**src/rtl/key_cmd_pkg.sv**
```systemverilog
// Shared scan codes, FSM states and held-flag indices
// for the PS/2 keyboard command sequencer.
package key_cmd_pkg;

  localparam logic [7:0] SC_EXT   = 8'hE0;
  localparam logic [7:0] SC_BRK   = 8'hF0;
  localparam logic [7:0] SC_L     = 8'h4B;
  localparam logic [7:0] SC_P     = 8'h4D;
  localparam logic [7:0] SC_SPACE = 8'h29;
  localparam logic [7:0] SC_UP    = 8'h75;
  localparam logic [7:0] SC_DOWN  = 8'h72;
  localparam logic [7:0] SC_LEFT  = 8'h6B;
  localparam logic [7:0] SC_RIGHT = 8'h74;

  typedef enum logic [1:0] {
    IDLE,
    EXT,
    BRK,
    EXT_BRK
  } state_e;

  typedef logic [2:0] key_t;

  localparam key_t K_L     = 3'd0;
  localparam key_t K_P     = 3'd1;
  localparam key_t K_SPACE = 3'd2;
  localparam key_t K_UP    = 3'd3;
  localparam key_t K_DOWN  = 3'd4;
  localparam key_t K_LEFT  = 3'd5;
  localparam key_t K_RIGHT = 3'd6;
  localparam key_t K_NONE  = 3'd7;

  localparam int NUM_KEYS = 7;

  function automatic key_t base_key(logic [7:0] c);
    case (c)
      SC_L:     return K_L;
      SC_P:     return K_P;
      SC_SPACE: return K_SPACE;
      default:  return K_NONE;
    endcase
  endfunction

  function automatic key_t ext_key(logic [7:0] c);
    case (c)
      SC_UP:    return K_UP;
      SC_DOWN:  return K_DOWN;
      SC_LEFT:  return K_LEFT;
      SC_RIGHT: return K_RIGHT;
      default:  return K_NONE;
    endcase
  endfunction

endpackage

```
**src/rtl/key_cmd_fsm_prefix_timer.sv**
```systemverilog
// Idle-cycle counter bounding the gap between a prefix
// byte and the byte that completes it.
module prefix_timer #(
  parameter int TIMEOUT_CYCLES = 2_000_000
) (
  input  logic clk,
  input  logic reset,
  input  logic clr_i,
  input  logic en_i,
  output logic tc_o
);

  localparam int W =
    (TIMEOUT_CYCLES > 1) ? $clog2(TIMEOUT_CYCLES) : 1;
  localparam logic [W-1:0] LAST = W'(TIMEOUT_CYCLES - 1);

  logic [W-1:0] cnt_q, cnt_d;

  always_comb begin
    cnt_d = cnt_q;
    if (clr_i) begin
      cnt_d = '0;
    end else if (en_i && (cnt_q != LAST)) begin
      cnt_d = cnt_q + W'(1);
    end
  end

  always_ff @(posedge clk) begin
    if (reset) begin
      cnt_q <= '0;
    end else begin
      cnt_q <= cnt_d;
    end
  end

  assign tc_o = en_i && (cnt_q == LAST);

endmodule

```
**src/rtl/key_cmd_fsm.sv**
```systemverilog
// Turns PS/2 scan bytes into tuner commands: mode,
// note cursor, octave and a one-cycle play strobe.
module key_cmd_fsm
  import key_cmd_pkg::*;
#(
  parameter int NUM_NOTES      = 8,
  parameter int NUM_OCT        = 4,
  parameter int TIMEOUT_CYCLES = 2_000_000,
  localparam int CW =
    (NUM_NOTES > 1) ? $clog2(NUM_NOTES) : 1,
  localparam int OW =
    (NUM_OCT > 1) ? $clog2(NUM_OCT) : 1
) (
  input  logic                 clk,
  input  logic                 reset,
  input  logic                 rx_done_tick,
  input  logic [7:0]           rx_data,
  output logic                 rx_en,
  output logic                 mode,
  output logic [CW-1:0]        cursor,
  output logic [NUM_NOTES-1:0] note_array,
  output logic [OW-1:0]        octave,
  output logic                 play_tick
);

  localparam logic [CW-1:0] CUR_LAST = CW'(NUM_NOTES - 1);
  localparam logic [OW-1:0] OCT_LAST = OW'(NUM_OCT - 1);

  state_e                state_q, state_d;
  logic [NUM_KEYS-1:0]   held_q, held_d;
  logic                  mode_q, mode_d;
  logic [CW-1:0]         cur_q, cur_d;
  logic [OW-1:0]         oct_q, oct_d;
  logic                  play_q, play_d;
  logic                  rx_en_q;
  logic                  tmr_clr, tmr_en, tmr_tc;
  logic                  make_v, brk_v;
  key_t                  key;

  assign tmr_clr = rx_done_tick || (state_q == IDLE);
  assign tmr_en  = !tmr_clr;

  prefix_timer #(
    .TIMEOUT_CYCLES(TIMEOUT_CYCLES)
  ) u_timer (
    .clk   (clk),
    .reset (reset),
    .clr_i (tmr_clr),
    .en_i  (tmr_en),
    .tc_o  (tmr_tc)
  );

  always_comb begin
    state_d = state_q;
    held_d  = held_q;
    mode_d  = mode_q;
    cur_d   = cur_q;
    oct_d   = oct_q;
    play_d  = 1'b0;
    make_v  = 1'b0;
    brk_v   = 1'b0;
    key     = K_NONE;
    if (rx_done_tick) begin
      unique case (state_q)
        IDLE: begin
          if (rx_data == SC_EXT) begin
            state_d = EXT;
          end else if (rx_data == SC_BRK) begin
            state_d = BRK;
          end else begin
            make_v = 1'b1;
            key    = base_key(rx_data);
          end
        end
        EXT: begin
          if (rx_data == SC_BRK) begin
            state_d = EXT_BRK;
          end else if (rx_data != SC_EXT) begin
            make_v  = 1'b1;
            key     = ext_key(rx_data);
            state_d = IDLE;
          end
        end
        BRK: begin
          brk_v   = 1'b1;
          key     = base_key(rx_data);
          state_d = IDLE;
        end
        EXT_BRK: begin
          brk_v   = 1'b1;
          key     = ext_key(rx_data);
          state_d = IDLE;
        end
      endcase
    end else if (tmr_tc) begin
      state_d = IDLE;
    end

    // Held flag filters typematic repeats of a make code
    if (key != K_NONE) begin
      if (brk_v) begin
        held_d[key] = 1'b0;
      end else if (make_v && !held_q[key]) begin
        held_d[key] = 1'b1;
        case (key)
          K_L: mode_d = 1'b0;
          K_P: mode_d = 1'b1;
          K_RIGHT: if (mode_q) begin
            cur_d = (cur_q == CUR_LAST) ? '0 : cur_q + CW'(1);
          end
          K_LEFT: if (mode_q) begin
            cur_d = (cur_q == '0) ? CUR_LAST : cur_q - CW'(1);
          end
          K_UP: if (mode_q && (oct_q != OCT_LAST)) begin
            oct_d = oct_q + OW'(1);
          end
          K_DOWN: if (mode_q && (oct_q != '0)) begin
            oct_d = oct_q - OW'(1);
          end
          K_SPACE: play_d = mode_q;
          default: ;
        endcase
      end
    end
  end

  always_ff @(posedge clk) begin
    if (reset) begin
      state_q <= IDLE;
      held_q  <= '0;
      mode_q  <= 1'b0;
      cur_q   <= '0;
      oct_q   <= '0;
      play_q  <= 1'b0;
      rx_en_q <= 1'b0;
    end else begin
      state_q <= state_d;
      held_q  <= held_d;
      mode_q  <= mode_d;
      cur_q   <= cur_d;
      oct_q   <= oct_d;
      play_q  <= play_d;
      rx_en_q <= 1'b1;
    end
  end

  assign rx_en      = rx_en_q;
  assign mode       = mode_q;
  assign cursor     = cur_q;
  assign octave     = oct_q;
  assign play_tick  = play_q;
  assign note_array =
    {{(NUM_NOTES-1){1'b0}}, 1'b1} << cur_q;

endmodule

```
**config.mk**
```make
export PLATFORM = sky130hd
export DESIGN_NAME = key_cmd_fsm
export DESIGN_NICKNAME = d
export VERILOG_FILES = /design/src/rtl/key_cmd_pkg.sv /design/src/rtl/key_cmd_fsm_prefix_timer.sv /design/src/rtl/key_cmd_fsm.sv
export SDC_FILE = /design/constraint.sdc
export NUM_CORES = 1
export LEC_CHECK = 0
export CORE_MARGIN = 2
export CORE_UTILIZATION = 60
export DETAILED_ROUTE_END_ITERATION = 8
export DONT_BUFFER_PORTS = 1
export PLACE_DENSITY_LB_ADDON = 0.15
export SYNTH_ARGS = -nofsm -noshare
export SYNTH_HDL_FRONTEND = slang
export SYNTH_HIERARCHICAL = 1
export SYNTH_SLANG_ARGS = --single-unit
```
**constraint.sdc**
```tcl
create_clock -name clk -period 6.15 [get_ports clk]
set_input_delay 0.9225 -clock clk [delete_from_list [all_inputs] [get_ports clk]]
set_output_delay 0.9225 -clock clk [all_outputs]
set_load 0.01 [all_outputs]
```
### Yosys cells after proc, flatten, opt, wreduce, memory -nomap -nowiden

Index checks and enable logic that the tools add are counted.

* $add $sub $neg: 5
* reduce and logical (&&, ||, !) cells: 26
* equal/unequal tests: 30
* order comparisons: 2
* shifts and indexed selects: 1
* muxes and demuxes: 39
* bitwise operators: 7

Operators with widths (number)
* == test 8 x 7 -> 1 bit, second input constant: 6
* two-way mux 3 bit: 9
* one-hot mux 3 bit (4 select lines): 2
* adder 21 x 1 -> 21 bit, second input constant: 1
* == test 21 bit, second input constant: 1
* inequality test 21 bit, second input constant: 1
* == test 8 bit, second input constant: 2
* two-way mux 2 bit: 8
* two-way mux 7 bit: 2
* == test 3 bit, second input constant: 4
* AND reduction 6 bit: 2
* nonzero test 2 bit: 6
* two-way mux 1 bit: 10
* inequality test 2 bit, second input constant: 5
* one-hot mux 3 bit (3 select lines): 1
* == test 8 x 6 -> 1 bit, second input constant: 1
* inequality test 8 bit, second input constant: 1
* << shifter 1 x 3 -> 8 bit, first input constant: 1
* bitwise AND 7 bit: 1
* NOT 7 bit: 1
* bitwise OR 7 bit: 1
* == test 3 x 2 -> 1 bit, second input constant: 2
* logical AND 1 bit: 6
* logical NOT 3 bit: 2
* 27 further kinds: 34

* input bits: 11
* register bits after elaboration: 38
* output and inout port bits: 16

### Depth between registers and ports, before layout

Gate-level depths: netlist (run 1).

* depth after elaboration: 13
* gate-level depth with buffers: 9
* depth with buffers taken out: 8

### Modules after synthesis

Netlist (run 1), hierarchy kept.

Modules (own cells, without submodules)
* key_cmd_fsm: times used 1, cells an instance 161, area an instance 1297.5 µm², sequential area each 340.3 µm²
* prefix_timer: times used 1, cells an instance 135, area an instance 1097.3 µm², sequential area each 420.4 µm²

### Worst setup path after synthesis (run 1)

Ideal clock, no wire load.

* path kind: in2reg
* start point: input port rx_data[0]
* end point: register cur_q[2], in the netlist cursor[2]
* required time: 6.059 ns
* cell stages on the path: 8
* path buffers: 2
* arrival: 2.881 ns
* path slack: 3.178 ns
* cells stage by stage: or3b_4 > a2111oi_4 > nor2_2 > buf_6 > or3_1 > buf_2 > a211o_1 > a311oi_1

* word-level cells in the longest chain between the ends: 11
* elaborated cells between the ends (all ways): 36

Ends and longest elaborated chain
* start, declared: RTL line key_cmd_fsm.sv:17 `input logic [7:0] rx_data,`
* == test 8 x 7 -> 1 bit (tied with other cells): RTL line key_cmd_pkg.sv:45 `case (c)`
* one-hot mux 3 bit (4 select lines) / one-hot mux 3 bit (3 select lines) (equally long branches): RTL line key_cmd_pkg.sv:45, key_cmd_pkg.sv:36
* two-way mux 3 bit, on equally long branches: RTL line key_cmd_fsm.sv:78, key_cmd_fsm.sv:68
* two-way mux 3 bit, on equally long branches: RTL line key_cmd_fsm.sv:76, key_cmd_fsm.sv:66
* one-hot mux 3 bit (4 select lines): RTL line key_cmd_fsm.sv:64 `unique case (state_q)`
* two-way mux 3 bit: RTL line key_cmd_fsm.sv:63 `if (rx_done_tick) begin`
* binary-select mux 1 bit (select 3 bit): RTL line key_cmd_fsm.sv:103 `end else if (make_v && !held_q[key]) begin`
* two-way mux 1 bit (not written as such): RTL line key_cmd_fsm.sv:103
* logical NOT 1 bit: RTL line key_cmd_fsm.sv:103
* logical AND 1 bit: RTL line key_cmd_fsm.sv:103
* AND reduction 6 bit (no source line)
* end signal, assigned: RTL line key_cmd_fsm.sv:140 `cur_q <= cur_d;`
* end, declared: RTL line key_cmd_fsm.sv:32 `logic [CW-1:0] cur_q, cur_d;`

Parallel ways exist; a longest one is shown, timed or not. The select of a mux whose other input is x is not followed.
A chain may end at the register's enable or synchronous reset.

### Worst setup path in the final report (run 1)

* start point: input port rx_data[7]
* end point: register oct_q[0], in the netlist octave[0]

* word-level cells in the longest chain between the ends: 11
* elaborated cells between the ends (all ways): 36

Ends and longest elaborated chain
* == test 8 x 7 -> 1 bit (tied with other cells): RTL line key_cmd_pkg.sv:45
* one-hot mux 3 bit (4 select lines) / one-hot mux 3 bit (3 select lines) (equally long branches): RTL line key_cmd_pkg.sv:45, key_cmd_pkg.sv:36
* two-way mux 3 bit, on equally long branches: RTL line key_cmd_fsm.sv:78, key_cmd_fsm.sv:68
* two-way mux 3 bit, on equally long branches: RTL line key_cmd_fsm.sv:76, key_cmd_fsm.sv:66
* one-hot mux 3 bit (4 select lines): RTL line key_cmd_fsm.sv:64
* two-way mux 3 bit: RTL line key_cmd_fsm.sv:63
* binary-select mux 1 bit (select 3 bit): RTL line key_cmd_fsm.sv:103
* two-way mux 1 bit (not written as such): RTL line key_cmd_fsm.sv:103
* logical NOT 1 bit: RTL line key_cmd_fsm.sv:103
* logical AND 1 bit: RTL line key_cmd_fsm.sv:103
* AND reduction 6 bit (no source line)
* end signal, assigned: RTL line key_cmd_fsm.sv:141 `oct_q <= oct_d;`
* end, declared: RTL line key_cmd_fsm.sv:33 `logic [OW-1:0] oct_q, oct_d;`

Parallel ways exist; a longest one is shown, timed or not. The select of a mux whose other input is x is not followed.

==> impl_results.html, run 1 <==
<table>
<tr><th>Metric</th><th>Value</th></tr>
<tr><th colspan="2">Status</th></tr>
<tr><td>Run status</td><td>completed</td></tr>
<tr><th colspan="2">Critical path</th></tr>
<tr><td>Delay-heaviest family, CP</td><td>simple AND/OR/NAND/NOR gates</td></tr>
<tr><td>Largest stage delay on the critical path</td><td>around 0.5 ns</td></tr>
<tr><td>Class of the most critical setup path</td><td>primary input to flop</td></tr>
<tr><td>Capturing element type of the critical path</td><td>flop</td></tr>
<tr><td>Total buffers and inverters traversed by the critical path</td><td>0</td></tr>
<tr><td>Maximum fanout along the worst path</td><td>6</td></tr>
<tr><td>Kind of start point of the critical path</td><td>primary input</td></tr>
<tr><td>Cell type of the slowest stage on the worst timing path</td><td>sky130_fd_sc_hd__or4_1</td></tr>
<tr><td>Arrival time of the worst setup path</td><td>~3.0 ns</td></tr>
<tr><td>Cells traversed along the worst timing path</td><td>nand4b_1 -&gt; nor4_1 -&gt; o22ai_1 -&gt; nor3_1 -&gt; o211ai_1 -&gt; or4_1 -&gt; a21oi_1</td></tr>
<tr><td>Critical path data required time</td><td>between 6 and 7 ns</td></tr>
<tr><th colspan="2">Logic synthesis</th></tr>
<tr><td>Avg Synthesized Cell Area</td><td>8.09 sq um</td></tr>
<tr><td>Netlist area before placement</td><td>2390 sq um</td></tr>
<tr><td>Commonest register cell after synthesis</td><td>sky130_fd_sc_hd__dfxtp_1</td></tr>
<tr><td>Share of synthesized cell area in and, or, nand and nor gates</td><td>0.331</td></tr>
<tr><td>Cells taking the most area after synthesis</td><td>sky130_fd_sc_hd__dfxtp_1 (32%), sky130_fd_sc_hd__a21oi_1 (4.8%), sky130_fd_sc_hd__ha_1 (4.2%)</td></tr>
<tr><td>Fraction of synthesized cell area taken by the top area cell type</td><td>0.318</td></tr>
<tr><td>Portion of netlist area occupied by mux cells</td><td>0.0125</td></tr>
<tr><td>Total nets after synthesis</td><td>around 320</td></tr>
<tr><td>Post-synthesis async set-or-reset flop share</td><td>0</td></tr>
<tr><td>Post-synth EDFFs</td><td>0</td></tr>
<tr><td>Cell taking the most area after synthesis</td><td>sky130_fd_sc_hd__dfxtp_1</td></tr>
<tr><td>Xor and xnor area share after synthesis</td><td>0.0183</td></tr>
<tr><td>Synth Area in Adders</td><td>0.0418</td></tr>
<tr><td>Register area share after synthesis</td><td>0.318</td></tr>
<tr><td>Area fraction in compound gates after synthesis</td><td>0.231</td></tr>
<tr><td>Most frequent cell after synthesis</td><td>sky130_fd_sc_hd__dfxtp_1</td></tr>
<tr><td>Largest family of logic cells by synthesized area</td><td>simple AND/OR/NAND/NOR gates</td></tr>
<tr><td>Number of distinct library cell variants in the gate-level netlist after synthesis</td><td>63</td></tr>
<tr><td>Top post-synthesis cells by count</td><td>sky130_fd_sc_hd__dfxtp_1 (38), sky130_fd_sc_hd__a21oi_1 (23), sky130_fd_sc_hd__nand2_1 (23)</td></tr>
<tr><td>Syn Inst Count</td><td>296</td></tr>
<tr><td>Synthesized flop and latch total</td><td>38</td></tr>
<tr><td>Yosys warning count</td><td>6</td></tr>
<tr><th colspan="2">Floorplan</th></tr>
<tr><td>Placeable Area</td><td>about 3700 sq um</td></tr>
<tr><td>Floorplan die area</td><td>~4500 sq um</td></tr>
<tr><td>Initial core utilization</td><td>0.640</td></tr>
<tr><td>Die X</td><td>67.2 um</td></tr>
<tr><td>Top-level port count</td><td>27</td></tr>
<tr><td>Die Span Y</td><td>67.2 um</td></tr>
<tr><td>Row Count</td><td>22</td></tr>
<tr><th colspan="2">STA</th></tr>
<tr><td>Fin Hold WS</td><td>approximately 0.48 ns</td></tr>
<tr><td>Fin crit period</td><td>roughly 2.8 ns</td></tr>
<tr><td>Pins over their slew limit</td><td>0</td></tr>
<tr><td>Final critical-path share of the clock period</td><td>0.449</td></tr>
<tr><td>Max-slew headroom</td><td>0.637</td></tr>
<tr><td>Max Fclk</td><td>around 0.36 GHz</td></tr>
<tr><td>Unrepaired setup endpoints after global routing</td><td>false</td></tr>
<tr><td>Final TNS setup</td><td>0 ns</td></tr>
<tr><td>Worst-case clock skew</td><td>slightly below 0.007 ns</td></tr>
<tr><td>Setup violation total in the final timing report</td><td>0</td></tr>
<tr><td>Slew @ Worst Pin</td><td>between 0.5 and 0.6 ns</td></tr>
<tr><td>Final hold violation count</td><td>0</td></tr>
<tr><th colspan="2">Layout</th></tr>
<tr><td>P&amp;R area growth vs syn</td><td>5.69%</td></tr>
<tr><td>Fin nets</td><td>310</td></tr>
<tr><td>Filler Cells Inserted</td><td>321</td></tr>
<tr><td>Ant. Diodes</td><td>0</td></tr>
<tr><td>Final Instance Area</td><td>about 2500 sq um</td></tr>
<tr><td>Final design utilization</td><td>0.676</td></tr>
<tr><td>Proportion of layout cells with a drive suffix above 1</td><td>0.0822</td></tr>
<tr><th colspan="2">Clock network</th></tr>
<tr><td>Max Buffers Root-to-Sink</td><td>2</td></tr>
<tr><td>Number of buffers added for setup after CTS</td><td>0</td></tr>
<tr><td>Count of hold buffers inserted by post-cts repair</td><td>0</td></tr>
<tr><td>TritonCTS clock tree</td><td>yes</td></tr>
<tr><td>CTS root buf</td><td>sky130_fd_sc_hd__clkbuf_8</td></tr>
<tr><td>H-tree depth</td><td>2</td></tr>
<tr><td>Clock slew at reported path FFs</td><td>approximately 0.08 ns</td></tr>
<tr><td>Total clock sinks</td><td>38</td></tr>
<tr><td>Count of instances resized after the clock tree is built</td><td>0</td></tr>
<tr><td>Clock insertion delay at the later pin of the skew report</td><td>around 0.3 ns</td></tr>
<tr><td>TritonCTS Buffers</td><td>5</td></tr>
<tr><th colspan="2">Detailed routing</th></tr>
<tr><td>Post-route DRC</td><td>0</td></tr>
<tr><td>Vias per cell</td><td>between 6 and 7</td></tr>
<tr><td>Average wire per cell in the routed design</td><td>~16 um</td></tr>
<tr><td>Vias after detailed routing</td><td>roughly 2,300</td></tr>
<tr><td>Remaining number of nets flagged by the antenna check after routing</td><td>0</td></tr>
<tr><td>Detailed router's first-iteration violation count</td><td>between 100 and 150</td></tr>
<tr><td>Total wire length after detailed routing</td><td>around 5400 um</td></tr>
<tr><td>Length of the first detailed-routing pass in iterations</td><td>5</td></tr>
<tr><th colspan="2">GRT</th></tr>
<tr><td>Global-route wire length before repair</td><td>between 9000 and 10,000 um</td></tr>
<tr><td>Total congestion overflow after global routing</td><td>0</td></tr>
<tr><td>Number of antenna violations at the first check in global routing</td><td>0</td></tr>
<tr><td>Number of global-route vias before repair</td><td>roughly 2,000</td></tr>
<tr><td>Total routing usage reported by global routing</td><td>0.261</td></tr>
<tr><td>Largest net degree at the start of global routing</td><td>22</td></tr>
<tr><th colspan="2">Place</th></tr>
<tr><td>IO Port Bufs</td><td>0</td></tr>
<tr><td>HPWL after detailed placement</td><td>about 3800 um</td></tr>
<tr><td>Cell area after placement</td><td>roughly 2400 sq um</td></tr>
<tr><td>RePlAce Congestion</td><td>between 0.8 and 0.9</td></tr>
<tr><th colspan="2">Power</th></tr>
<tr><td>Cell area power density</td><td>~200 nW/um^2</td></tr>
<tr><td>Peak supply drop</td><td>approximately 0.14 mV</td></tr>
<tr><td>Leakage dissipation</td><td>about 0.8 nW</td></tr>
<tr><th colspan="2">Min path</th></tr>
<tr><td>Class of the tightest hold or removal check</td><td>flop to flop</td></tr>
<tr><th colspan="2">Flow run</th></tr>
<tr><td>Max_cap viols</td><td>0</td></tr>
</table>
## routing by layer
metal | up-vias | wire length, um | global-route usage
met5 | - | 0 | 0
li1 | 1099 | - | -
met4 | 0 | 67 | 0.0995
met2 | 83 | 2350 | 0.402
met3 | 10 | 381 | 0.0583
met1 | 1067 | 2590 | 0.355
## kinds of logic after synthesis
logic type / Yosys count
AOI/OAI and AO/OA: 79
xor gates and xnor gates: 5
adders and majority gates: 8
buffers and inverters: 26
DFF: 38
muxes: 3
and+or+nand+nor: 137
## per-stage QoR
stage | total power, mW | cells | setup slack (ns)
final | 0.519 | 340 | 3.39
after detailed placement | 0.264 | 332 | 3.09
after global routing | 0.533 | 340 | 3.19
after floorplan | 0.263 | 296 | 3.18
after CTS | 0.522 | 340 | 3.41
after global placement | 0.264 | 332 | 3.15
## worst reg2reg max path: stages (launching register included)
cell and delay, ns:
sky130_fd_sc_hd__dfxtp_1 0.40, sky130_fd_sc_hd__nand4b_1 0.26, sky130_fd_sc_hd__nor4_1 0.48, sky130_fd_sc_hd__o22ai_1 0.28, sky130_fd_sc_hd__nor3_1 0.23, sky130_fd_sc_hd__o211ai_1 0.16
sky130_fd_sc_hd__or4_1 0.50, sky130_fd_sc_hd__a21oi_1 0.14
## worst paths after layout
check / from / end / slack (ns) / cells after the start
worst max-delay path: rx_data[7] / octave[0] / 3.39 / 7
worst min-delay path: flop / flop / 0.48 / 1
worst max register to register: state_q[0] / octave[0] / 3.64 / 7
worst min register to register: flop / flop / 0.48 / 1
## cells in the final DEF (no fill, tap or decap), types with 8 or more instances in the layout
| master | count |
|---|---|
| sky130_fd_sc_hd__inv_1 | 14 |
| sky130_fd_sc_hd__nor2_1 | 22 |
| sky130_fd_sc_hd__dfxtp_1 | 38 |
| sky130_fd_sc_hd__nor3_1 | 12 |
| sky130_fd_sc_hd__nand3_1 | 10 |
| sky130_fd_sc_hd__or4_1 | 10 |
| sky130_fd_sc_hd__ha_1 | 8 |
| sky130_fd_sc_hd__o21ai_0 | 13 |
| sky130_fd_sc_hd__a21oi_1 | 23 |
| sky130_fd_sc_hd__nand2_1 | 23 |
## where the power goes
part | leakage, nW | total (mW) | internal [mW] | switching (mW)
sequential | 0.306 | 0.247 | 0.246 | 0.000445
clock | 0.0683 | 0.260 | 0.163 | 0.0975
combinational | 0.442 | 0.0121 | 0.00497 | 0.00711
## cell type report
| type | count | area, sq um | share of cell area |
|---|---|---|---|
| multi-input combinational | 232 | 1520 | 0.601 |
| sequential | 38 | 761 | 0.301 |
| clock buffer | 5 | 68.8 | 0.0272 |
| clock inverter | 3 | 68.8 | 0.0272 |
| tap | 48 | 60.1 | 0.0237 |
| inverter | 14 | 52.6 | 0.0208 |
Note: power is estimated with default switching activity, not from simulation.
==> run 2: changes to the inputs <==
==> constraint.sdc (replaced) <==
create_clock -name clk -period 2.7 [get_ports clk]
set_input_delay 0.405 -clock clk [delete_from_list [all_inputs] [get_ports clk]]
set_output_delay 0.405 -clock clk [all_outputs]
set_load 0.01 [all_outputs]
==> run 2 against run 1 <==
  * Die area unchanged
  * Wire length is 0.69% lower
  * Global-route usage decreased by 0.069 points
  * Non-clock buffer count grew 3
  * Sequential power grew 130%
  * Via count down 0.58%
  * Largest power group unchanged
==> impl_results.html, run 2 (synthesis results as in run 1) <==
<table>
<tr><th>Metric</th><th>Value</th></tr>
<tr><th colspan="2">Status</th></tr>
<tr><td>Run status</td><td>completed (unchanged)</td></tr>
<tr><th colspan="2">Place</th></tr>
<tr><td>Cell area after placement</td><td>2420 sq um (was 2390 sq um)</td></tr>
<tr><td>Placed instance count</td><td>335 (was 332)</td></tr>
<tr><td>Post-placement setup slack</td><td>0.168 ns (was 3.09 ns)</td></tr>
<tr><td>RePlAce Congestion</td><td>0.854 (was 0.888)</td></tr>
<tr><td>IO Port Bufs</td><td>0 (unchanged)</td></tr>
<tr><td>HPWL after detailed placement</td><td>3750 um (was 3840 um)</td></tr>
<tr><th colspan="2">Detailed routing</th></tr>
<tr><td>Remaining number of nets flagged by the antenna check after routing</td><td>0 (unchanged)</td></tr>
<tr><td>Vias after detailed routing</td><td>2,246 (was 2,259)</td></tr>
<tr><td>Detailed router's first-iteration violation count</td><td>143 (was 127)</td></tr>
<tr><td>Length of the first detailed-routing pass in iterations</td><td>4 (was 5)</td></tr>
<tr><td>Vias per cell</td><td>6.55 (was 6.64)</td></tr>
<tr><td>Average wire per cell in the routed design</td><td>15.6 um (was 15.8 um)</td></tr>
<tr><td>Post-route DRC</td><td>0 (unchanged)</td></tr>
<tr><td>Total wire length after detailed routing</td><td>5350 um (was 5390 um)</td></tr>
<tr><th colspan="2">Clock network</th></tr>
<tr><td>Clock insertion delay at the later pin of the skew report</td><td>0.30 ns (about the same)</td></tr>
<tr><td>TritonCTS clock tree</td><td>yes (unchanged)</td></tr>
<tr><td>Number of buffers added for setup after CTS</td><td>0 (unchanged)</td></tr>
<tr><td>CTS root buf</td><td>sky130_fd_sc_hd__clkbuf_8 (unchanged)</td></tr>
<tr><td>Clock slew at reported path FFs</td><td>0.08 ns (about the same)</td></tr>
<tr><td>Total clock sinks</td><td>38 (unchanged)</td></tr>
<tr><td>H-tree depth</td><td>2 (unchanged)</td></tr>
<tr><td>Count of hold buffers inserted by post-cts repair</td><td>0 (unchanged)</td></tr>
<tr><td>Count of instances resized after the clock tree is built</td><td>0 (unchanged)</td></tr>
<tr><td>Max Buffers Root-to-Sink</td><td>2 (unchanged)</td></tr>
<tr><td>TritonCTS Buffers</td><td>5 (unchanged)</td></tr>
<tr><th colspan="2">Critical path</th></tr>
<tr><td>Capturing element type of the critical path</td><td>flop (unchanged)</td></tr>
<tr><td>Critical path data required time</td><td>2.93 ns (was 6.38 ns)</td></tr>
<tr><td>Reg2Reg Setup Slack</td><td>0.25 ns (was 3.64 ns)</td></tr>
<tr><td>Class of the most critical setup path</td><td>flop to flop (was primary input to flop)</td></tr>
<tr><td>Total buffers and inverters traversed by the critical path</td><td>0 (unchanged)</td></tr>
<tr><td>Cell count of the worst reg-to-reg path</td><td>7 (unchanged)</td></tr>
<tr><td>Delay-heaviest family, CP</td><td>simple AND/OR/NAND/NOR gates (unchanged)</td></tr>
<tr><td>Maximum fanout along the worst path</td><td>6 (unchanged)</td></tr>
<tr><td>Cells traversed along the worst timing path</td><td>nand4bb_1 -&gt; nor4_2 -&gt; o22ai_1 -&gt; nor3_1 -&gt; o211ai_1 -&gt; or4_1 -&gt; a21oi_1 (was nand4b_1 -&gt; nor4_1 -&gt; o22ai_1 -&gt; nor3_1 -&gt; o211ai_1 -&gt; or4_1 -&gt; a21oi_1)</td></tr>
<tr><td>Critical Path Source</td><td>state_q[0] (was rx_data[7])</td></tr>
<tr><td>Largest stage delay on the critical path</td><td>0.51 ns (was 0.50 ns)</td></tr>
<tr><td>Arrival time of the worst setup path</td><td>2.68 ns (was 3.00 ns)</td></tr>
<tr><td>R2R Path End</td><td>octave[0] (unchanged)</td></tr>
<tr><td>Kind of start point of the critical path</td><td>flop (was primary input)</td></tr>
<tr><td>Reg-to-reg critical path startpoint</td><td>state_q[0] (unchanged)</td></tr>
<tr><td>Cell type of the slowest stage on the worst timing path</td><td>sky130_fd_sc_hd__or4_1 (unchanged)</td></tr>
<tr><th colspan="2">Floorplan</th></tr>
<tr><td>Placeable Area</td><td>3740 sq um (unchanged)</td></tr>
<tr><td>Top-level port count</td><td>27 (unchanged)</td></tr>
<tr><td>Row Count</td><td>22 (unchanged)</td></tr>
<tr><td>Floorplan die area</td><td>4510 sq um (unchanged)</td></tr>
<tr><td>Die Span Y</td><td>67.2 um (unchanged)</td></tr>
<tr><td>Initial core utilization</td><td>0.640 (unchanged)</td></tr>
<tr><td>Die X</td><td>67.2 um (unchanged)</td></tr>
<tr><th colspan="2">Flow run</th></tr>
<tr><td>Max_cap viols</td><td>0 (unchanged)</td></tr>
<tr><th colspan="2">Layout</th></tr>
<tr><td>Fin nets</td><td>313 (was 310)</td></tr>
<tr><td>Number of standard cells in the layout, taps in and fillers out</td><td>343 (was 340)</td></tr>
<tr><td>Final design utilization</td><td>0.683 (was 0.676)</td></tr>
<tr><td>Top library cells by usage in the layout, fill and taps aside</td><td>sky130_fd_sc_hd__dfxtp_1 (38), sky130_fd_sc_hd__nand2_1 (23), sky130_fd_sc_hd__a21oi_1 (23), sky130_fd_sc_hd__nor2_1 (22), sky130_fd_sc_hd__inv_1 (14) (unchanged)</td></tr>
<tr><td>Ant. Diodes</td><td>0 (unchanged)</td></tr>
<tr><td>P&amp;R area growth vs syn</td><td>6.84% (was 5.69%)</td></tr>
<tr><td>Final Instance Area</td><td>2560 sq um (was 2530 sq um)</td></tr>
<tr><td>Commonest non-fill, non-tap cell in the layout</td><td>sky130_fd_sc_hd__dfxtp_1 (unchanged)</td></tr>
<tr><td>Proportion of layout cells with a drive suffix above 1</td><td>0.0915 (was 0.0822)</td></tr>
<tr><th colspan="2">STA</th></tr>
<tr><td>Final critical-path setup slack</td><td>0.252 ns (was 3.39 ns)</td></tr>
<tr><td>Final hold violation count</td><td>0 (unchanged)</td></tr>
<tr><td>Fin Hold WS</td><td>0.165 ns (was 0.479 ns)</td></tr>
<tr><td>Worst-case clock skew</td><td>0.00764 ns (was 0.00691 ns)</td></tr>
<tr><td>Max Fclk</td><td>slightly above 0.4 GHz</td></tr>
<tr><td>Unrepaired setup endpoints after global routing</td><td>false (unchanged)</td></tr>
<tr><td>Fin crit period</td><td>2.45 ns</td></tr>
<tr><td>Setup violation total in the final timing report</td><td>0 (unchanged)</td></tr>
<tr><td>Slew @ Worst Pin</td><td>0.454 ns (was 0.539 ns)</td></tr>
<tr><td>Final TNS setup</td><td>0 ns (unchanged)</td></tr>
<tr><td>Max-slew headroom</td><td>0.693 (was 0.637)</td></tr>
<tr><td>Final critical-path share of the clock period</td><td>0.907</td></tr>
<tr><td>Pins over their slew limit</td><td>0 (unchanged)</td></tr>
<tr><th colspan="2">Power</th></tr>
<tr><td>Cell area power density</td><td>470 nW/um^2 (was 205 nW/um^2)</td></tr>
<tr><td>Total power</td><td>1.20 mW (was 0.519 mW)</td></tr>
<tr><td>Leakage dissipation</td><td>0.835 nW (was 0.817 nW)</td></tr>
<tr><td>Peak supply drop</td><td>0.376 mV (was 0.142 mV)</td></tr>
<tr><th colspan="2">GRT</th></tr>
<tr><td>Total congestion overflow after global routing</td><td>0 (unchanged)</td></tr>
<tr><td>Total routing usage reported by global routing</td><td>0.260 (was 0.261)</td></tr>
<tr><td>Largest net degree at the start of global routing</td><td>22 (unchanged)</td></tr>
<tr><td>Number of antenna violations at the first check in global routing</td><td>0 (unchanged)</td></tr>
<tr><td>Global-route wire length before repair</td><td>9080 um (was 9040 um)</td></tr>
<tr><td>Number of global-route vias before repair</td><td>2,049 (was 2,000)</td></tr>
<tr><th colspan="2">Min path</th></tr>
<tr><td>Class of the tightest hold or removal check</td><td>primary input to flop (was flop to flop)</td></tr>
<tr><td>Hold wc startpoint</td><td>reset</td></tr>
<tr><td>Min-Delay Endpoint</td><td>mode</td></tr>
<tr><td>Cells on Worst Hold Path</td><td>1 (unchanged)</td></tr>
</table>
run 2: cell types whose count changed in the layout (fill, tap and decap cells not counted), sizes merged:
cell | before | now
buf | 0 | 3
clkbuf | 5 | 6
clkinv | 1 | 0
run 2: how the worst max path moves through the flow:
stage / endpoint / slack [ns] / cells after the start
after floorplan: cursor[2] / 0.25 / 8
after global placement: octave[1] / 0.23 / 7
after detailed placement: octave[0] / 0.17 / 7
after CTS: octave[0] / 0.29 / 7
after global routing: cursor[0] / 0.06 / 7
final: octave[0] / 0.25 / 7
run 2: layout make-up:
cell class | count | area, sq um
Inverter | 14 | 52.6
Sequential cell | 38 | 761
Clock inverter | 2 | 60.1
Clock buffer | 6 | 82.6
Multi-Input combinational cell | 232 | 1520
Fill cell | 313 | 1180
Tap cell | 48 | 60.1
Timing Repair Buffer | 3 | 22.5
run 2: per-layer routing:
| layer | global-route usage | vias to the layer above | routed length, um |
|---|---|---|---|
| met3 | 0.0650 | 7 | 354 |
| met1 | 0.349 | 1052 | 2560 |
| met2 | 0.415 | 73 | 2380 |
| met5 | 0 | - | 0 |
| li1 | - | 1114 | - |
| met4 | 0.0740 | 0 | 52 |
run 2: power by group:
group | total, mW | internal [mW] | switching (mW) | leakage, nW
clock | 0.612 | 0.394 | 0.218 | 0.0714
combinational | 0.0277 | 0.0115 | 0.0163 | 0.457
sequential | 0.562 | 0.561 | 0.000946 | 0.306
run 2: worst register-to-register path: cells and delay by family (launching register included):
kind,cells,cell delay [ns]
compound gates,3,0.55
flops,1,0.36
simple gates,4,1.47
==> run 3: changes to the inputs <==
--- a/config.mk
+++ b/config.mk
@@ -6,9 +6,10 @@
 export NUM_CORES = 1
 export LEC_CHECK = 0
 export CORE_MARGIN = 2
-export CORE_UTILIZATION = 60
+export CORE_UTILIZATION = 39
 export DETAILED_ROUTE_END_ITERATION = 8
 export DONT_BUFFER_PORTS = 1
+export GPL_TIMING_DRIVEN = 0
 export PLACE_DENSITY_LB_ADDON = 0.15
 export SYNTH_ARGS = -nofsm -noshare
 export SYNTH_HDL_FRONTEND = slang
==> run 3 against run 2 <==
  * Hold slack improved by 0.10 ns
  * Via count down 0.85%
  * Total power shrank 11%
==> impl_results.html, run 3 (synthesis results as in run 1) <==
<table>
<tr><th>Metric</th><th>Value</th></tr>
<tr><th colspan="2">Power</th></tr>
<tr><td>Fraction of power consumed by sequential logic</td><td>0.524 (was 0.468)</td></tr>
<tr><td>Peak supply drop</td><td>0.229 mV (was 0.376 mV)</td></tr>
<tr><td>Power spent charging and discharging nets</td><td>0.223 mW (was 0.235 mW)</td></tr>
<tr><td>Power share of the combinational group</td><td>0.028 (was 0.023)</td></tr>
<tr><td>Cell area power density</td><td>412 nW/um^2 (was 470 nW/um^2)</td></tr>
<tr><td>Internal power</td><td>0.850 mW (was 0.967 mW)</td></tr>
<tr><td>Leakage dissipation</td><td>0.832 nW (was 0.835 nW)</td></tr>
<tr><td>Clock group share of total power</td><td>0.448 (was 0.509)</td></tr>
<tr><td>Switching power as a share of total power</td><td>0.208 (was 0.196)</td></tr>
<tr><td>Total power</td><td>1.07 mW (was 1.20 mW)</td></tr>
<tr><th colspan="2">STA</th></tr>
<tr><td>Final hold violation count</td><td>0 (unchanged)</td></tr>
<tr><td>Max Fclk</td><td>0.403 GHz (was 0.408 GHz)</td></tr>
<tr><td>Worst-case clock skew</td><td>0.00480 ns (was 0.00764 ns)</td></tr>
<tr><td>Slew @ Worst Pin</td><td>0.526 ns (was 0.454 ns)</td></tr>
<tr><td>Pins over their slew limit</td><td>0 (unchanged)</td></tr>
<tr><td>Setup violation total in the final timing report</td><td>0 (unchanged)</td></tr>
<tr><td>Fin crit period</td><td>2.48 ns (was 2.45 ns)</td></tr>
<tr><td>Max-slew headroom</td><td>0.647 (was 0.693)</td></tr>
<tr><td>Final critical-path share of the clock period</td><td>0.919 (was 0.907)</td></tr>
<tr><th colspan="2">Place</th></tr>
<tr><td>HPWL after detailed placement</td><td>4210 um (was 3750 um)</td></tr>
<tr><td>IO Port Bufs</td><td>0 (unchanged)</td></tr>
<tr><td>Placed instance count</td><td>371 (was 335)</td></tr>
<tr><td>RePlAce Congestion</td><td>0.844 (was 0.854)</td></tr>
<tr><th colspan="2">Status</th></tr>
<tr><td>Run status</td><td>completed (unchanged)</td></tr>
<tr><th colspan="2">Layout</th></tr>
<tr><td>Fin nets</td><td>322 (was 313)</td></tr>
<tr><td>Number of standard cells in the layout, taps in and fillers out</td><td>379 (was 343)</td></tr>
<tr><td>Commonest non-fill, non-tap cell in the layout</td><td>sky130_fd_sc_hd__dfxtp_1 (unchanged)</td></tr>
<tr><td>Proportion of layout cells with a drive suffix above 1</td><td>0.0954 (was 0.0915)</td></tr>
<tr><td>Final design utilization</td><td>0.439 (was 0.683)</td></tr>
<tr><td>Filler Cells Inserted</td><td>607 (was 313)</td></tr>
<tr><td>P&amp;R area growth vs syn</td><td>8.62% (was 6.84%)</td></tr>
<tr><td>Top library cells by usage in the layout, fill and taps aside</td><td>sky130_fd_sc_hd__dfxtp_1 (38), sky130_fd_sc_hd__nand2_1 (23), sky130_fd_sc_hd__a21oi_1 (23), sky130_fd_sc_hd__nor2_1 (22), sky130_fd_sc_hd__inv_1 (14) (unchanged)</td></tr>
<tr><td>Ant. Diodes</td><td>0 (unchanged)</td></tr>
<tr><th colspan="2">Floorplan</th></tr>
<tr><td>Top-level port count</td><td>27 (unchanged)</td></tr>
<tr><td>Die X</td><td>82.4 um (was 67.2 um)</td></tr>
<tr><td>Row Count</td><td>28 (was 22)</td></tr>
<tr><td>Die Span Y</td><td>82.4 um (was 67.2 um)</td></tr>
<tr><td>Floorplan die area</td><td>6780 sq um (was 4510 sq um)</td></tr>
<tr><td>Initial core utilization</td><td>0.404 (was 0.640)</td></tr>
<tr><td>Placeable Area</td><td>5920 sq um (was 3740 sq um)</td></tr>
<tr><th colspan="2">Clock network</th></tr>
<tr><td>TritonCTS clock tree</td><td>yes (unchanged)</td></tr>
<tr><td>Number of buffers added for setup after CTS</td><td>0 (unchanged)</td></tr>
<tr><td>Clock insertion delay at the later pin of the skew report</td><td>0.29 ns (was 0.30 ns)</td></tr>
<tr><td>CTS root buf</td><td>sky130_fd_sc_hd__clkbuf_8 (unchanged)</td></tr>
<tr><td>H-tree depth</td><td>2 (unchanged)</td></tr>
<tr><td>Count of hold buffers inserted by post-cts repair</td><td>0 (unchanged)</td></tr>
<tr><td>TritonCTS Buffers</td><td>5 (unchanged)</td></tr>
<tr><td>Total clock sinks</td><td>38 (unchanged)</td></tr>
<tr><td>Count of instances resized after the clock tree is built</td><td>0 (unchanged)</td></tr>
<tr><td>Max Buffers Root-to-Sink</td><td>2 (unchanged)</td></tr>
<tr><td>Clock slew at reported path FFs</td><td>0.08 ns (about the same)</td></tr>
<tr><th colspan="2">Critical path</th></tr>
<tr><td>Maximum fanout along the worst path</td><td>7 (was 6)</td></tr>
<tr><td>Class of the most critical setup path</td><td>flop to flop (unchanged)</td></tr>
<tr><td>Kind of start point of the critical path</td><td>flop (unchanged)</td></tr>
<tr><td>Capturing element type of the critical path</td><td>flop (unchanged)</td></tr>
<tr><td>Reg2Reg Setup Slack</td><td>0.22 ns (was 0.25 ns)</td></tr>
<tr><td>Arrival time of the worst setup path</td><td>2.68 ns (about the same)</td></tr>
<tr><td>Reg-to-reg critical path startpoint</td><td>state_q[0] (unchanged)</td></tr>
<tr><td>Cell count of the worst reg-to-reg path</td><td>7 (unchanged)</td></tr>
<tr><td>R2R Path End</td><td>cursor[0] (was octave[0])</td></tr>
<tr><td>Critical path data required time</td><td>2.90 ns (was 2.93 ns)</td></tr>
<tr><th colspan="2">GRT</th></tr>
<tr><td>Total routing usage reported by global routing</td><td>0.182 (was 0.260)</td></tr>
<tr><td>Number of antenna violations at the first check in global routing</td><td>0 (unchanged)</td></tr>
<tr><td>Global-route wire length before repair</td><td>9550 um (was 9080 um)</td></tr>
<tr><td>Total congestion overflow after global routing</td><td>0 (unchanged)</td></tr>
<tr><td>Number of global-route vias before repair</td><td>2,094 (was 2,049)</td></tr>
<tr><td>Largest net degree at the start of global routing</td><td>12 (was 22)</td></tr>
<tr><th colspan="2">Min path</th></tr>
<tr><td>Hold wc startpoint</td><td>reset (unchanged)</td></tr>
<tr><td>Cells on Worst Hold Path</td><td>2 (was 1)</td></tr>
<tr><td>Class of the tightest hold or removal check</td><td>primary input to flop (unchanged)</td></tr>
<tr><th colspan="2">Detailed routing</th></tr>
<tr><td>Remaining number of nets flagged by the antenna check after routing</td><td>0 (unchanged)</td></tr>
<tr><td>Vias per cell</td><td>5.88 (was 6.55)</td></tr>
<tr><td>Total wire length after detailed routing</td><td>5640 um (was 5350 um)</td></tr>
<tr><td>Length of the first detailed-routing pass in iterations</td><td>4 (unchanged)</td></tr>
<tr><td>Post-route DRC</td><td>0 (unchanged)</td></tr>
<tr><td>Vias after detailed routing</td><td>2,227 (was 2,246)</td></tr>
<tr><td>Average wire per cell in the routed design</td><td>14.9 um (was 15.6 um)</td></tr>
<tr><td>Detailed router's first-iteration violation count</td><td>140 (was 143)</td></tr>
<tr><th colspan="2">Flow run</th></tr>
<tr><td>Max_cap viols</td><td>0 (unchanged)</td></tr>
</table>
[run 3: per-layer routing]
layer | vias up | track usage | routed length, um
li1 | 1129 | - | -
met1 | 1062 | 0.238 | 2790
met2 | 32 | 0.290 | 2610
met3 | 4 | 0.0489 | 194
met4 | 0 | 0.0583 | 50
met5 | - | 0 | 0
[run 3: power by group through the flow]
stage          clock (mW)  sequential [mW]  combinational [mW]
2_1_floorplan           0            0.575              0.0246
3_3_place_gp            0            0.575              0.0300
3_5_place_dp            0            0.575              0.0302
4_1_cts             0.498            0.562              0.0302
5_1_grt             0.523            0.562              0.0336
6_report            0.480            0.562              0.0305
[run 3: worst max path at each step]
stage / depth (start not counted) / startpoint / endpoint / slack (ns)
after global placement: 8 / rx_data[0] / cursor[0] / 0.08
final: 7 / state_q[0] / cursor[0] / 0.22
after CTS: 7 / state_q[0] / octave[0] / 0.11
after detailed placement: 7 / rx_data[0] / octave[0] / 0.08
after global routing: 7 / state_q[0] / cursor[0] / -0.002
after floorplan: 8 / rx_data[0] / cursor[2] / 0.25
[run 3: worst max-delay path: stages (launching register included)]
cell and delay [ns]:
sky130_fd_sc_hd__dfxtp_1 0.41, sky130_fd_sc_hd__nand4b_1 0.27, sky130_fd_sc_hd__or4_1 0.59, sky130_fd_sc_hd__nand2_1 0.24, sky130_fd_sc_hd__nand2_1 0.20, sky130_fd_sc_hd__a211oi_4 0.33
sky130_fd_sc_hd__a21oi_1 0.11, sky130_fd_sc_hd__a311oi_1 0.25
[run 3: layout make-up]
class,instances,area (sq um),area share
plain buffers,12,61.3,0.0236
flip-flops and latches,38,761,0.292
multi-input cells,232,1530,0.587
well taps,75,93.8,0.0361
inverters,14,52.6,0.0202
clock inverters,1,30.0,0.0115
clock buffers,7,76.3,0.0293
[run 3: stage by stage]
| stage | cell area, sq um | setup TNS (ns) | hold slack (ns) | setup WS [ns] |
|---|---|---|---|---|
| finish | 2600 | 0 | 0.269 | 0.218 |
| global route | 2600 | -0.00203 | 0.260 | -0.00203 |
| CTS | 2590 | 0 | 0.249 | 0.106 |
| detailed placement | 2490 | 0 | 0.459 | 0.0777 |
| global placement | 2490 | 0 | 0.459 | 0.0816 |
| floorplan | 2390 | 0 | 0.440 | 0.246 |
